$ cat config.mk
export PLATFORM = sky130hd
export DESIGN_NAME = bus_initiator
export DESIGN_NICKNAME = d
export VERILOG_FILES = /design/src/rtl/bus_initiator.sv
export SDC_FILE = /design/constraint.sdc
export NUM_CORES = 1
export LEC_CHECK = 0
export CAP_MARGIN = 0
export CELL_PAD_IN_SITES_DETAIL_PLACEMENT = 2
export CELL_PAD_IN_SITES_GLOBAL_PLACEMENT = 2
export CORE_MARGIN = 2
export CORE_UTILIZATION = 23
export DETAILED_ROUTE_END_ITERATION = 12
export PLACE_DENSITY = 0.86
export SYNTH_ARGS = -nofsm -noshare
export SYNTH_HDL_FRONTEND = slang
export SYNTH_SLANG_ARGS = --single-unit
$ cat constraint.sdc
create_clock -name clk -period 2.5 [get_ports clk]
set_input_delay 0.75 -clock clk [delete_from_list [all_inputs] [get_ports clk]]
set_output_delay 0.75 -clock clk [all_outputs]
set_load 0.01 [all_outputs]
$ cat src/rtl/bus_initiator.sv
// Initiator end of the daisy-chained register bus: one host request in flight, launched as a
// single-cycle bus beat and completed when it returns from the chain. Optional WAIT timeout: BUS_INITIATOR_TIMEOUT_EN.
module bus_initiator #(
    parameter int TIMEOUT = 255
) (
    input  logic        clk,
    input  logic        rst,
    input  logic [15:0] req_addr_i,
    input  logic [15:0] req_wdata_i,
    input  logic        req_rw_i,
    input  logic        req_valid_i,
    output logic        req_ready_o,
    output logic [15:0] resp_rdata_o,
    output logic        resp_rw_o,
    output logic        resp_err_o,
    output logic        resp_valid_o,
    input  logic        resp_ready_i,
    output logic [15:0] bus_addr_o,
    output logic [15:0] bus_wdata_o,
    output logic [15:0] bus_rdata_o,
    output logic        bus_rw_o,
    output logic        bus_valid_o,
    input  logic [15:0] bus_addr_i,
    input  logic [15:0] bus_wdata_i,
    input  logic [15:0] bus_rdata_i,
    input  logic        bus_rw_i,
    input  logic        bus_valid_i
);

    typedef enum logic [1:0] {IDLE, ISSUE, WAIT, RESP} state_t;

    if (TIMEOUT < 1 || TIMEOUT > 65535) begin : g_bad_timeout
        $error("bus_initiator: TIMEOUT must be in 1..65535");
    end

    state_t      state, state_nxt;
    logic [15:0] cap_addr, cap_addr_nxt;
    logic [15:0] cap_wdata, cap_wdata_nxt;
    logic        cap_rw, cap_rw_nxt;
    logic        req_ready_nxt;
    logic [15:0] resp_rdata_nxt;
    logic        resp_rw_nxt, resp_err_nxt, resp_valid_nxt;
    logic [15:0] bus_addr_nxt, bus_wdata_nxt;
    logic        bus_rw_nxt, bus_valid_nxt;
    logic        match, rw_err;
`ifdef BUS_INITIATOR_TIMEOUT_EN
    localparam logic [15:0] TIMEOUT_CNT = 16'(TIMEOUT);
    logic [15:0] cnt, cnt_nxt;
`endif

    // The returning write data is never needed by the initiator.
    logic unused_ret;
    assign unused_ret = ^bus_wdata_i;

    assign match  = bus_valid_i && (bus_addr_i == cap_addr);
    assign rw_err = (bus_rw_i != cap_rw);

    always_comb begin
        state_nxt      = state;
        cap_addr_nxt   = cap_addr;
        cap_wdata_nxt  = cap_wdata;
        cap_rw_nxt     = cap_rw;
        req_ready_nxt  = req_ready_o;
        resp_rdata_nxt = resp_rdata_o;
        resp_rw_nxt    = resp_rw_o;
        resp_err_nxt   = resp_err_o;
        resp_valid_nxt = resp_valid_o;
        bus_addr_nxt   = bus_addr_o;
        bus_wdata_nxt  = bus_wdata_o;
        bus_rw_nxt     = bus_rw_o;
        bus_valid_nxt  = bus_valid_o;
`ifdef BUS_INITIATOR_TIMEOUT_EN
        cnt_nxt        = cnt;
`endif
        case (state)
            IDLE: begin
                req_ready_nxt = 1'b1;
                if (req_valid_i && req_ready_o) begin
                    cap_addr_nxt  = req_addr_i;
                    cap_wdata_nxt = req_wdata_i;
                    cap_rw_nxt    = req_rw_i;
                    req_ready_nxt = 1'b0;
                    // Bus outputs are registered, so the beat is loaded here to appear during ISSUE.
                    bus_valid_nxt = 1'b1;
                    bus_addr_nxt  = req_addr_i;
                    bus_wdata_nxt = req_wdata_i;
                    bus_rw_nxt    = req_rw_i;
                    state_nxt     = ISSUE;
                end
            end
            ISSUE: begin
                bus_valid_nxt = 1'b0;
                bus_addr_nxt  = 16'h0000;
                bus_wdata_nxt = 16'h0000;
                bus_rw_nxt    = 1'b0;
`ifdef BUS_INITIATOR_TIMEOUT_EN
                cnt_nxt       = 16'h0000;
`endif
                state_nxt     = WAIT;
            end
            WAIT: begin
                if (match) begin
                    resp_valid_nxt = 1'b1;
                    resp_err_nxt   = rw_err;
                    resp_rw_nxt    = cap_rw;
                    resp_rdata_nxt = (!cap_rw && !rw_err) ? bus_rdata_i : 16'h0000;
                    state_nxt      = RESP;
                end
`ifdef BUS_INITIATOR_TIMEOUT_EN
                else if (cnt + 16'd1 == TIMEOUT_CNT) begin
                    resp_valid_nxt = 1'b1;
                    resp_err_nxt   = 1'b1;
                    resp_rw_nxt    = cap_rw;
                    resp_rdata_nxt = 16'h0000;
                    state_nxt      = RESP;
                end else begin
                    cnt_nxt = cnt + 16'd1;
                end
`endif
            end
            RESP: begin
                if (resp_ready_i) begin
                    resp_valid_nxt = 1'b0;
                    resp_err_nxt   = 1'b0;
                    resp_rw_nxt    = 1'b0;
                    resp_rdata_nxt = 16'h0000;
                    req_ready_nxt  = 1'b1;
                    state_nxt      = IDLE;
                end
            end
            default: state_nxt = IDLE;
        endcase
    end

    always_ff @(posedge clk or posedge rst) begin
        if (rst) begin
            state        <= IDLE;
            cap_addr     <= 16'h0000;
            cap_wdata    <= 16'h0000;
            cap_rw       <= 1'b0;
            req_ready_o  <= 1'b0;
            resp_rdata_o <= 16'h0000;
            resp_rw_o    <= 1'b0;
            resp_err_o   <= 1'b0;
            resp_valid_o <= 1'b0;
            bus_addr_o   <= 16'h0000;
            bus_wdata_o  <= 16'h0000;
            bus_rw_o     <= 1'b0;
            bus_valid_o  <= 1'b0;
`ifdef BUS_INITIATOR_TIMEOUT_EN
            cnt          <= 16'h0000;
`endif
        end else begin
            state        <= state_nxt;
            cap_addr     <= cap_addr_nxt;
            cap_wdata    <= cap_wdata_nxt;
            cap_rw       <= cap_rw_nxt;
            req_ready_o  <= req_ready_nxt;
            resp_rdata_o <= resp_rdata_nxt;
            resp_rw_o    <= resp_rw_nxt;
            resp_err_o   <= resp_err_nxt;
            resp_valid_o <= resp_valid_nxt;
            bus_addr_o   <= bus_addr_nxt;
            bus_wdata_o  <= bus_wdata_nxt;
            bus_rw_o     <= bus_rw_nxt;
            bus_valid_o  <= bus_valid_nxt;
`ifdef BUS_INITIATOR_TIMEOUT_EN
            cnt          <= cnt_nxt;
`endif
        end
    end

    // Read data is never driven toward the chain; responders fill it in.
    assign bus_rdata_o = 16'h0000;

endmodule
==> out/metrics.yaml, run 1 <==
status: "finished clean"
pin_count: 157
drt_wl_total_um: 10500
ys_types: 44
cts_setup_buffers: 0
syn_area_um2: 3420
grt-ovfl-total: 0
finalCriticalPeriod_ns: 2.31
netlist_top_cells_count: "dfrtp_1 (73), a22o_1 (33), inv_1 (22)"
design.core.area_um2: 14500
fmax_mhz: 432
synth.area.top_cells: "dfrtp_1 (53%), a22o_1 (8.5%), o211ai_2 (3.7%), buf_4 (3.5%), mux2_1 (3.3%)"
fin_worst_skew_ns: 0.00727
grt_pass1_vias: 3071
start_kind: "input port"
place_congestion: 0.726
synth_edf_count: 0
ir_worst_vdd_uv: 437
worstSetupEndpointType: "register"
numCtsBuffers: 9
hold_buffers: 0
ys_seq_area_frac: 0.535
route.detailed.drc: 0
grt_pass1_wl_um: 17000
place_hpwl_um: 7590
max-cap-violations: 0
cts.repair.resized: 0
yosysMostFrequentCell: "dfrtp_1"
whs_ns: 0.501
post_layout_nonfiller_instances: 597
nNetsFinal: 500
cellPowerDensity_nw_per_um2: 919
hold_violations: 0
drive_gt1_frac: 0.162
initial_core_util: 0.235
ys_warn_count: 0
synth_seq_cells: 73
die_x_um: 126
ctsHtreeMaxLevel: 3
cts_tree: "built"
gr-usage-all-layers: 0.137
crit_path_max_fanout: 6
hold_class: "reg -> reg"
placedCellCount: 581
ys_async_sr_fraction: 1.00
rsz0062_at_grt: "false"
finalSetupViolations: 0
num_vias: 2661
ys.flop_type: "dfrtp_1"
synth.avg_cell_area_um2: 12.4
ctsLongestPathBuffers: 2
dr.first_iter.drc_count: 93
port_buffers: 124
final_max_slew_viol_count: 0
syn_to_final_growth_pct: 51.9
antenna_found_initial: 0
grt_max_degree: 74
cp_data_arrival_time_ns: 2.56
yosysTopAreaCell: "dfrtp_1"
cellLeakagePower_nw: 2.26
routed_via_density: 4.46
ant_nets: 0
synth_top_area_share: 0.535
die_y_um: 126
first_pass_iters: 4
wl_per_cell_um: 17.6
cts_root_buf: "clkbuf_16"
rows: 44
final_util: 0.357
synthCells: 276
clock-sinks: 73
power_mw: 4.77
cts.clk_slew.worst_paths_ns: 0.06
cp.required_ns: 2.75
die_area_um2: 15800
min_period_over_period: 0.926
diodes: 0
clock_latency_ns: 0.34
critPathKind: "in -> reg"
timing.setup.tns_ns: 0
==> state kept, by name (all words and copies together), names as in the netlist <==
name	flops
bus_addr_o	16
bus_wdata_o	16
cap_addr	16
resp_rdata_o	16
state	2
bus_rw_o	1
bus_valid_o	1
cap_rw	1
req_ready_o	1
resp_err_o	1
resp_rw_o	1
resp_valid_o	1
==> stage by stage <==
step | setup slack (ns) | cell area (um^2)
floorplan | 0.499 | 3480
global placement | -0.165 | 4920
detailed placement | -0.202 | 4920
CTS | 0.147 | 5190
global route | 0.0208 | 5190
finish | 0.185 | 5190
==> final timing paths <==
path / from / endpoint / slack (ns) / cells past startpoint
worst max register to register: state[0]$_DFFE_PP0P_ / resp_rdata_o[1]$_DFFE_PP0P_ / 0.51 / 7
worst min register to register: bus_valid_o$_DFFE_PP0P_ / bus_valid_o$_DFFE_PP0P_ / 0.50 / 1
min in group asynchronous: rst / resp_rdata_o[0]$_DFFE_PP0P_ / 0.88 / 3
max in group asynchronous: rst / bus_addr_o[6]$_DFFE_PP0P_ / 1.28 / 3
worst max-delay path: bus_addr_i[0] / state[1]$_DFFE_PP0P_ / 0.19 / 6
worst min-delay path: bus_valid_o$_DFFE_PP0P_ / bus_valid_o$_DFFE_PP0P_ / 0.50 / 1
==> final cells by class <==
cell class,instances,area (um^2)
fillers,1530,9340
flip-flops and latches,73,1830
repair buffers,138,1420
multi-input cells,163,1350
clock buffers,11,243
well taps,184,230
inverters,23,90.1
clock inverters,5,31.3
==> power breakdown <==
part           internal [mW]  switching [mW]
clock                  0.696           0.515
sequential              1.52           0.223
combinational          0.958           0.859
==> layout by cell type (no fill, tap or decap), types with 2 or more instances in the layout <==
| cell type | Yosys | final |
|---|---|---|
| a22o_1 | 33 | 33 |
| nor4_2 | 2 | 2 |
| nor2b_1 | 3 | 3 |
| nor3_1 | 2 | 2 |
| mux2_2 | 7 | 7 |
| nor2_1 | 5 | 4 |
| o211ai_2 | 10 | 10 |
| o211ai_1 | 6 | 6 |
| xor2_1 | 11 | 11 |
| clkbuf_16 | 0 | 9 |
| a41oi_1 | 2 | 2 |
| a311o_1 | 2 | 2 |
| o2bb2ai_1 | 2 | 2 |
| o21ai_1 | 7 | 7 |
| mux2_1 | 10 | 10 |
| nand3_1 | 2 | 2 |
| ha_1 | 5 | 5 |
| clkinvlp_4 | 0 | 2 |
| clkdlybuf4s50_1 | 0 | 124 |
| clkinv_2 | 0 | 3 |
| inv_1 | 22 | 21 |
| buf_4 | 16 | 8 |
| xnor2_1 | 5 | 5 |
| o21ai_0 | 3 | 3 |
| dfrtp_1 | 73 | 73 |
| conb_1 | 1 | 16 |
| nand2_1 | 4 | 4 |
| buf_12 | 0 | 6 |
| o21ai_2 | 10 | 10 |
==> critical path, cell delays in order <==
cell	delay, ns
clkdlybuf4s50_1	0.42
xor2_1	0.16
nor4_2	0.32
and3_1	0.41
a31oi_1	0.24
o31ai_2	0.26
==> kinds of logic (layout without fill, tap and decap cells) <==
group | count (synthesis) | in the layout | synth area share
AND/OR/NAND/NOR | 27 | 27 | 0.0524
AO/OA/AOI/OAI | 82 | 82 | 0.207
flip-flops | 73 | 73 | 0.535
other | 1 | 16 | 0.00110
XOR/XNOR | 16 | 16 | 0.0410
adder cells (fa/ha/maj) | 5 | 5 | 0.0183
buffers and inverters | 55 | 177 | 0.0893
multiplexers | 17 | 17 | 0.0560
==> per-layer routing <==
layer | wire [um] | track usage
met1 | 4320 | 0.159
met2 | 5150 | 0.233
met3 | 883 | 0.0514
met4 | 138 | 0.0427
met5 | 0 | 0
Note: power is estimated with default switching activity, not from simulation.
==> inputs of run 2 (changes only) <==
--- a/config.mk
+++ b/config.mk
@@ -10,6 +10,7 @@
 export CELL_PAD_IN_SITES_GLOBAL_PLACEMENT = 2
 export CORE_MARGIN = 2
 export CORE_UTILIZATION = 23
+export CTS_CLUSTER_SIZE = 10
 export DETAILED_ROUTE_END_ITERATION = 12
 export PLACE_DENSITY = 0.86
 export SYNTH_ARGS = -nofsm -noshare
==> results of run 2 <==
The final DEF is identical to that of run 1; final timing and power are the same.
